`config.mk`:
```
export PLATFORM = sky130hd
export DESIGN_NAME = lvds_rx_deserializer
export DESIGN_NICKNAME = d
export VERILOG_FILES = /design/src/rtl/lvds_rx_deserializer.sv
export SDC_FILE = /design/constraint.sdc
export NUM_CORES = 1
export LEC_CHECK = 0
export CAP_MARGIN = 15
export CORE_UTILIZATION = 25
export DETAILED_ROUTE_END_ITERATION = 10
export RECOVER_POWER = 25
export SKIP_LAST_GASP = 1
export SYNTH_ARGS = -nofsm -noshare
export SYNTH_HDL_FRONTEND = slang
export SYNTH_SLANG_ARGS = --single-unit
```
`constraint.sdc`:
```
create_clock -name clk_in -period 4 [get_ports clk_in]
set_input_delay 0.4 -clock clk_in [delete_from_list [all_inputs] [get_ports clk_in]]
set_output_delay 0.4 -clock clk_in [all_outputs]
set_load 0.05 [all_outputs]
```
`src/rtl/lvds_rx_deserializer.sv`:
```
// 7:1 FPD-Link receiver: aligns to the clock-lane word boundary and decodes
// the four data lanes into one RGB pixel with sync/enable per word.
module lvds_rx_deserializer #(
    parameter int LOCK_COUNT   = 4,
    parameter int UNLOCK_COUNT = 2
) (
    input  logic       clk_in,
    input  logic       reset,
    input  logic       ck_ser,
    input  logic [3:0] rx_ser,
    output logic       pixel_valid,
    output logic [7:0] red,
    output logic [7:0] green,
    output logic [7:0] blue,
    output logic       hsync,
    output logic       vsync,
    output logic       de,
    output logic       locked,
    output logic       align_err
);

    localparam logic [6:0] CK_PATTERN = 7'b1100011;
    localparam logic [2:0] PHASE_LAST = 3'd6;
    localparam int         GW         = $clog2(LOCK_COUNT + 1);
    localparam int         MW         = $clog2(UNLOCK_COUNT + 1);
    localparam logic [GW-1:0] GOOD_MAX  = GW'(LOCK_COUNT);
    localparam logic [GW-1:0] GOOD_LAST = GW'(LOCK_COUNT - 1);
    localparam logic [MW-1:0] MISS_MAX  = MW'(UNLOCK_COUNT);
    localparam logic [MW-1:0] MISS_LAST = MW'(UNLOCK_COUNT - 1);

    typedef enum logic [1:0] {
        HUNT,
        VERIFY,
        LOCKED
    } state_t;

    state_t        state;
    state_t        state_nxt;
    logic [2:0]    phase;
    logic [2:0]    phase_nxt;
    logic [GW-1:0] good_cnt;
    logic [GW-1:0] good_nxt;
    logic [MW-1:0] miss_cnt;
    logic [MW-1:0] miss_nxt;
    logic          emit;
    logic          lose;
    logic          boundary;
    logic          ck_match;
    logic [6:0]    ck_sr;
    logic [6:0]    lane_sr [4];

    assign boundary = (phase == PHASE_LAST);
    assign ck_match = (ck_sr == CK_PATTERN);
    assign locked   = (state == LOCKED);

    // NOTE: every register uses <= so all flops sample pre-edge values together.
    // NOTE: the shift registers are plain flops, not a RAM, so they take reset too.
    always_ff @(posedge clk_in or negedge reset) begin
        if (!reset) begin
            ck_sr <= '0;
            for (int i = 0; i < 4; i++) lane_sr[i] <= '0;
        end else begin
            ck_sr <= {ck_sr[5:0], ck_ser};
            for (int i = 0; i < 4; i++) lane_sr[i] <= {lane_sr[i][5:0], rx_ser[i]};
        end
    end

    // NOTE: defaults first so no path through the case leaves a signal unassigned.
    always_comb begin
        state_nxt = state;
        phase_nxt = boundary ? 3'd0 : phase + 3'd1;
        good_nxt  = good_cnt;
        miss_nxt  = miss_cnt;
        emit      = 1'b0;
        lose      = 1'b0;
        case (state)
            HUNT: begin
                // Free-running search: any cycle may be the word boundary.
                phase_nxt = '0;
                if (ck_match) begin
                    good_nxt  = GW'(1);
                    miss_nxt  = '0;
                    state_nxt = (LOCK_COUNT == 1) ? LOCKED : VERIFY;
                end
            end
            VERIFY: begin
                if (boundary) begin
                    if (ck_match) begin
                        if (good_cnt != GOOD_MAX) good_nxt = good_cnt + 1'b1;
                        if (good_cnt == GOOD_LAST) begin
                            state_nxt = LOCKED;
                            miss_nxt  = '0;
                        end
                    end else begin
                        state_nxt = HUNT;
                        good_nxt  = '0;
                        miss_nxt  = '0;
                    end
                end
            end
            LOCKED: begin
                if (boundary) begin
                    if (ck_match) begin
                        emit     = 1'b1;
                        miss_nxt = '0;
                    end else if (miss_cnt == MISS_LAST) begin
                        state_nxt = HUNT;
                        lose      = 1'b1;
                        good_nxt  = '0;
                        miss_nxt  = '0;
                    end else if (miss_cnt != MISS_MAX) begin
                        miss_nxt = miss_cnt + 1'b1;
                    end
                end
            end
            default: state_nxt = HUNT;
        endcase
    end

    always_ff @(posedge clk_in or negedge reset) begin
        if (!reset) begin
            state    <= HUNT;
            phase    <= '0;
            good_cnt <= '0;
            miss_cnt <= '0;
        end else begin
            state    <= state_nxt;
            phase    <= phase_nxt;
            good_cnt <= good_nxt;
            miss_cnt <= miss_nxt;
        end
    end

    // Lane words are first-received-bit MSB; lane3 bit 6 carries no data.
    always_ff @(posedge clk_in or negedge reset) begin
        if (!reset) begin
            pixel_valid <= 1'b0;
            align_err   <= 1'b0;
            red         <= '0;
            green       <= '0;
            blue        <= '0;
            hsync       <= 1'b0;
            vsync       <= 1'b0;
            de          <= 1'b0;
        end else begin
            pixel_valid <= emit;
            align_err   <= lose;
            if (emit) begin
                red   <= {lane_sr[3][1:0], lane_sr[0][5:0]};
                green <= {lane_sr[3][3:2], lane_sr[1][4:0], lane_sr[0][6]};
                blue  <= {lane_sr[3][5:4], lane_sr[2][3:0], lane_sr[1][6:5]};
                hsync <= lane_sr[2][4];
                vsync <= lane_sr[2][5];
                de    <= lane_sr[2][6];
            end
        end
    end

endmodule
```
==> flow_metrics.env <==
export IMPL_status="complete, but fails checks"
export IMPL_violations="capacitance limit, slew limit"
export IMPL_grt_pass1_wl_um=7260
export IMPL_antenna_found_initial=0
export IMPL_synth_async_sr_flop_share_pct=100
export IMPL_grt_pass1_vias=1508
export IMPL_post_dp_hpwl_um=2780
export IMPL_drt_antenna_violating_nets=0
export IMPL_rsz0062_at_grt="false"
export IMPL_num_rows=36
export IMPL_syn_inst=160
export IMPL_pin_count=37
export IMPL_setup_viol_count_final=0
export IMPL_irDropWorstVdd_uv=180
export IMPL_fin_crit_ps=2420
export IMPL_finalClockSkew_ps=5.17
export IMPL_fin_cells=343
export IMPL_finalMaxSlewViolations=74
export IMPL_grt_usage_pct=8.58
export IMPL_tns_ps=0
export IMPL_grt_max_degree=74
export IMPL_place_gp_congestion=0.777
export IMPL_period_share_pct=60.6
export IMPL_synth_seq_cells=73
export IMPL_core_area_um2=9910
export IMPL_min_delay_start="lane_sr[15]"
export IMPL_synth_avg_cell_area_um2=16.2
export IMPL_dp_cells=328
export IMPL_cts_buffers=9
export IMPL_drt_wl_total_um=4180
export IMPL_maxSlewHeadroom_pct=-18.4
export IMPL_crit_type="reg2reg"
export IMPL_post_cts_buffers=0
export IMPL_syn_area_um2=2590
export IMPL_clkTransAtPathRegs_ps=70
export IMPL_hold_buffers=0
export IMPL_diodes=0
export IMPL_reg2reg_depth=5
export IMPL_io_buffers=36
export IMPL_clkLatencyLatePin_ps=330
export IMPL_synth_warnings=0
export IMPL_dieHeight_um=104
export IMPL_start_util_pct=26.2
export IMPL_clock_root_buffer="clkbuf_8"
export IMPL_reg2reg_slack_ps=1580
export IMPL_ys_seq_area_share_pct=70.5
export IMPL_worst_hold_path_type="reg2reg"
export IMPL_cts_resized=0
export IMPL_cellPowerDensity_nw_per_um2=464
export IMPL_die_area_um2=10800
export IMPL_cts_buffer_depth=2
export IMPL_arrival_ps=2640
export IMPL_power_leakage_nw=1.52
export IMPL_whs_endpoint="lane_sr[16]"
export IMPL_worst_setup_path_start_kind="flip-flop"
export IMPL_tightest_slew_ps=1780
export IMPL_final_layout_size_suffix_gt1_share_pct=25.2
export IMPL_r2r_end="blue[2]"
export IMPL_yosysUniqueCellTypes=30
export IMPL_areaGrowthSynthToFinish_pct=28.5
export IMPL_die_w_um=104
export IMPL_drtIter0Drc=58
export IMPL_drc=0
export IMPL_fmax_ghz=0.413
export IMPL_layout_nets=220
export IMPL_worstSetupEndpointType="flip-flop"
export IMPL_gr_total_overflow=0
export IMPL_htreeDepth=3
export IMPL_crit_start="ck_sr[4]"
export IMPL_rr_startpoint="ck_sr[4]"
export IMPL_detail_route_wl_per_cell_um=12.2
export IMPL_viasPerCell=4.09
export IMPL_crit_required_ps=4220
export IMPL_hold_depth=0
export IMPL_synth_edf_count=0
export IMPL_worstPathMaxFanout=17
export IMPL_vias=1402
export IMPL_dr_pass1_iters=4
export IMPL_synth_fp_nets=174
export IMPL_cts_sinks=73
export IMPL_finalHoldViolCount=0
export IMPL_ys_flop_type="dfrtp_1"
export IMPL_maxCapViolCount=1
export IMPL_tritoncts="done"
==> sequential cells by signal (all words and copies together) (netlist names) <==
name         flops
pixel_valid      1
align_err        1
lane_sr         27
de               1
vsync            1
hsync            1
blue             8
state            2
miss_cnt         2
good_cnt         3
green            8
ck_sr            7
phase            3
red              8
==> placed cells by master, fill, tap and decap left out, types with 2 or more instances in the layout <==
master | synthesis | layout
nor3_1 | 3 | 3
a21oi_1 | 5 | 5
clkinvlp_4 | 0 | 2
and3_1 | 2 | 2
nor2_1 | 5 | 5
o21ai_0 | 2 | 2
clkdlybuf4s50_1 | 0 | 30
dlygate4sd3_1 | 0 | 5
bufinv_16 | 0 | 3
inv_1 | 9 | 9
nand2_1 | 3 | 3
dfrtp_1 | 73 | 73
clkbuf_8 | 0 | 9
ha_1 | 7 | 7
mux2_2 | 30 | 30
==> layer usage <==
metal | track usage, % | wire, µm | part of all wire (%)
met1 | 10.5 | 1960 | 47
met4 | 3.06 | 49 | 1.2
met2 | 13.3 | 1920 | 46
met3 | 3.90 | 244 | 5.8
met5 | 0 | 0 | 0
==> cell usage after synthesis (all sizes together) (2+ instances only) <==
cell type	n	area share [%]
nor2	5	0.72
o21ai	2	0.39
inv	9	1.3
dfrtp	73	70
and3	2	0.48
nand2	4	0.87
ha	7	3.4
mux2	30	13
a21oi	5	0.97
nor3	4	1.2
buf	2	0.87
==> where the power goes <==
part	internal (W)	total (W)	switching (W)
clock network	0.000411	0.000661	0.000250
registers	0.000767	0.000788	0.0000215
logic	0.0000418	0.0000972	0.0000554
==> critical path, stage by stage (launching register included) <==
cell	delay, ps
dfrtp_1	420
nor4b_4	400
nand2_4	140
nor3_4	650
buf_4	340
mux2_2	350
==> kinds of logic after synthesis <==
logic type	count (synthesis)	share of synthesized area [%]
and+or+nand+nor	21	5.41
muxes	31	13.4
adders and majority gates	7	3.38
AOI/OAI and AO/OA	17	5.16
buffers and inverters	11	2.17
DFF	73	70.5
==> layout make-up <==
cell class / count / area (µm²)
timing repair buffer: 37 / 363
clock inverter: 5 / 105
multi-input combinational: 76 / 709
tap: 133 / 166
inverter: 9 / 33.8
clock buffer: 10 / 128
fill: 977 / 6580
sequential: 73 / 1830
==> worst max-delay path by stage <==
| stage | to | slack [ps] | depth (start not counted) |
|---|---|---|---|
| floorplan | blue[7] | 1780 | 6 |
| global placement | green[5] | 1570 | 5 |
| detailed placement | blue[2] | 1530 | 5 |
| CTS | blue[4] | 1500 | 5 |
| global route | blue[4] | 1380 | 5 |
| finish | blue[2] | 1580 | 5 |
==> through the flow <==
| stage | power (W) | instance area [µm²] | setup WS, ps | hold slack [ps] | utilization (%) |
|---|---|---|---|---|---|
| 2_1_floorplan | 0.000864 | 2590 | 1780 | 104 | - |
| 3_3_place_gp | 0.000900 | 3100 | 1570 | 351 | 31.3 |
| 3_5_place_dp | 0.000903 | 3100 | 1530 | 356 | 31.3 |
| 4_1_cts | 0.00158 | 3330 | 1500 | 210 | 33.6 |
| 5_1_grt | 0.00162 | 3330 | 1380 | 375 | 33.6 |
| 6_report | 0.00155 | 3330 | 1580 | 363 | 33.6 |
Power figures use the tool's default switching activity.
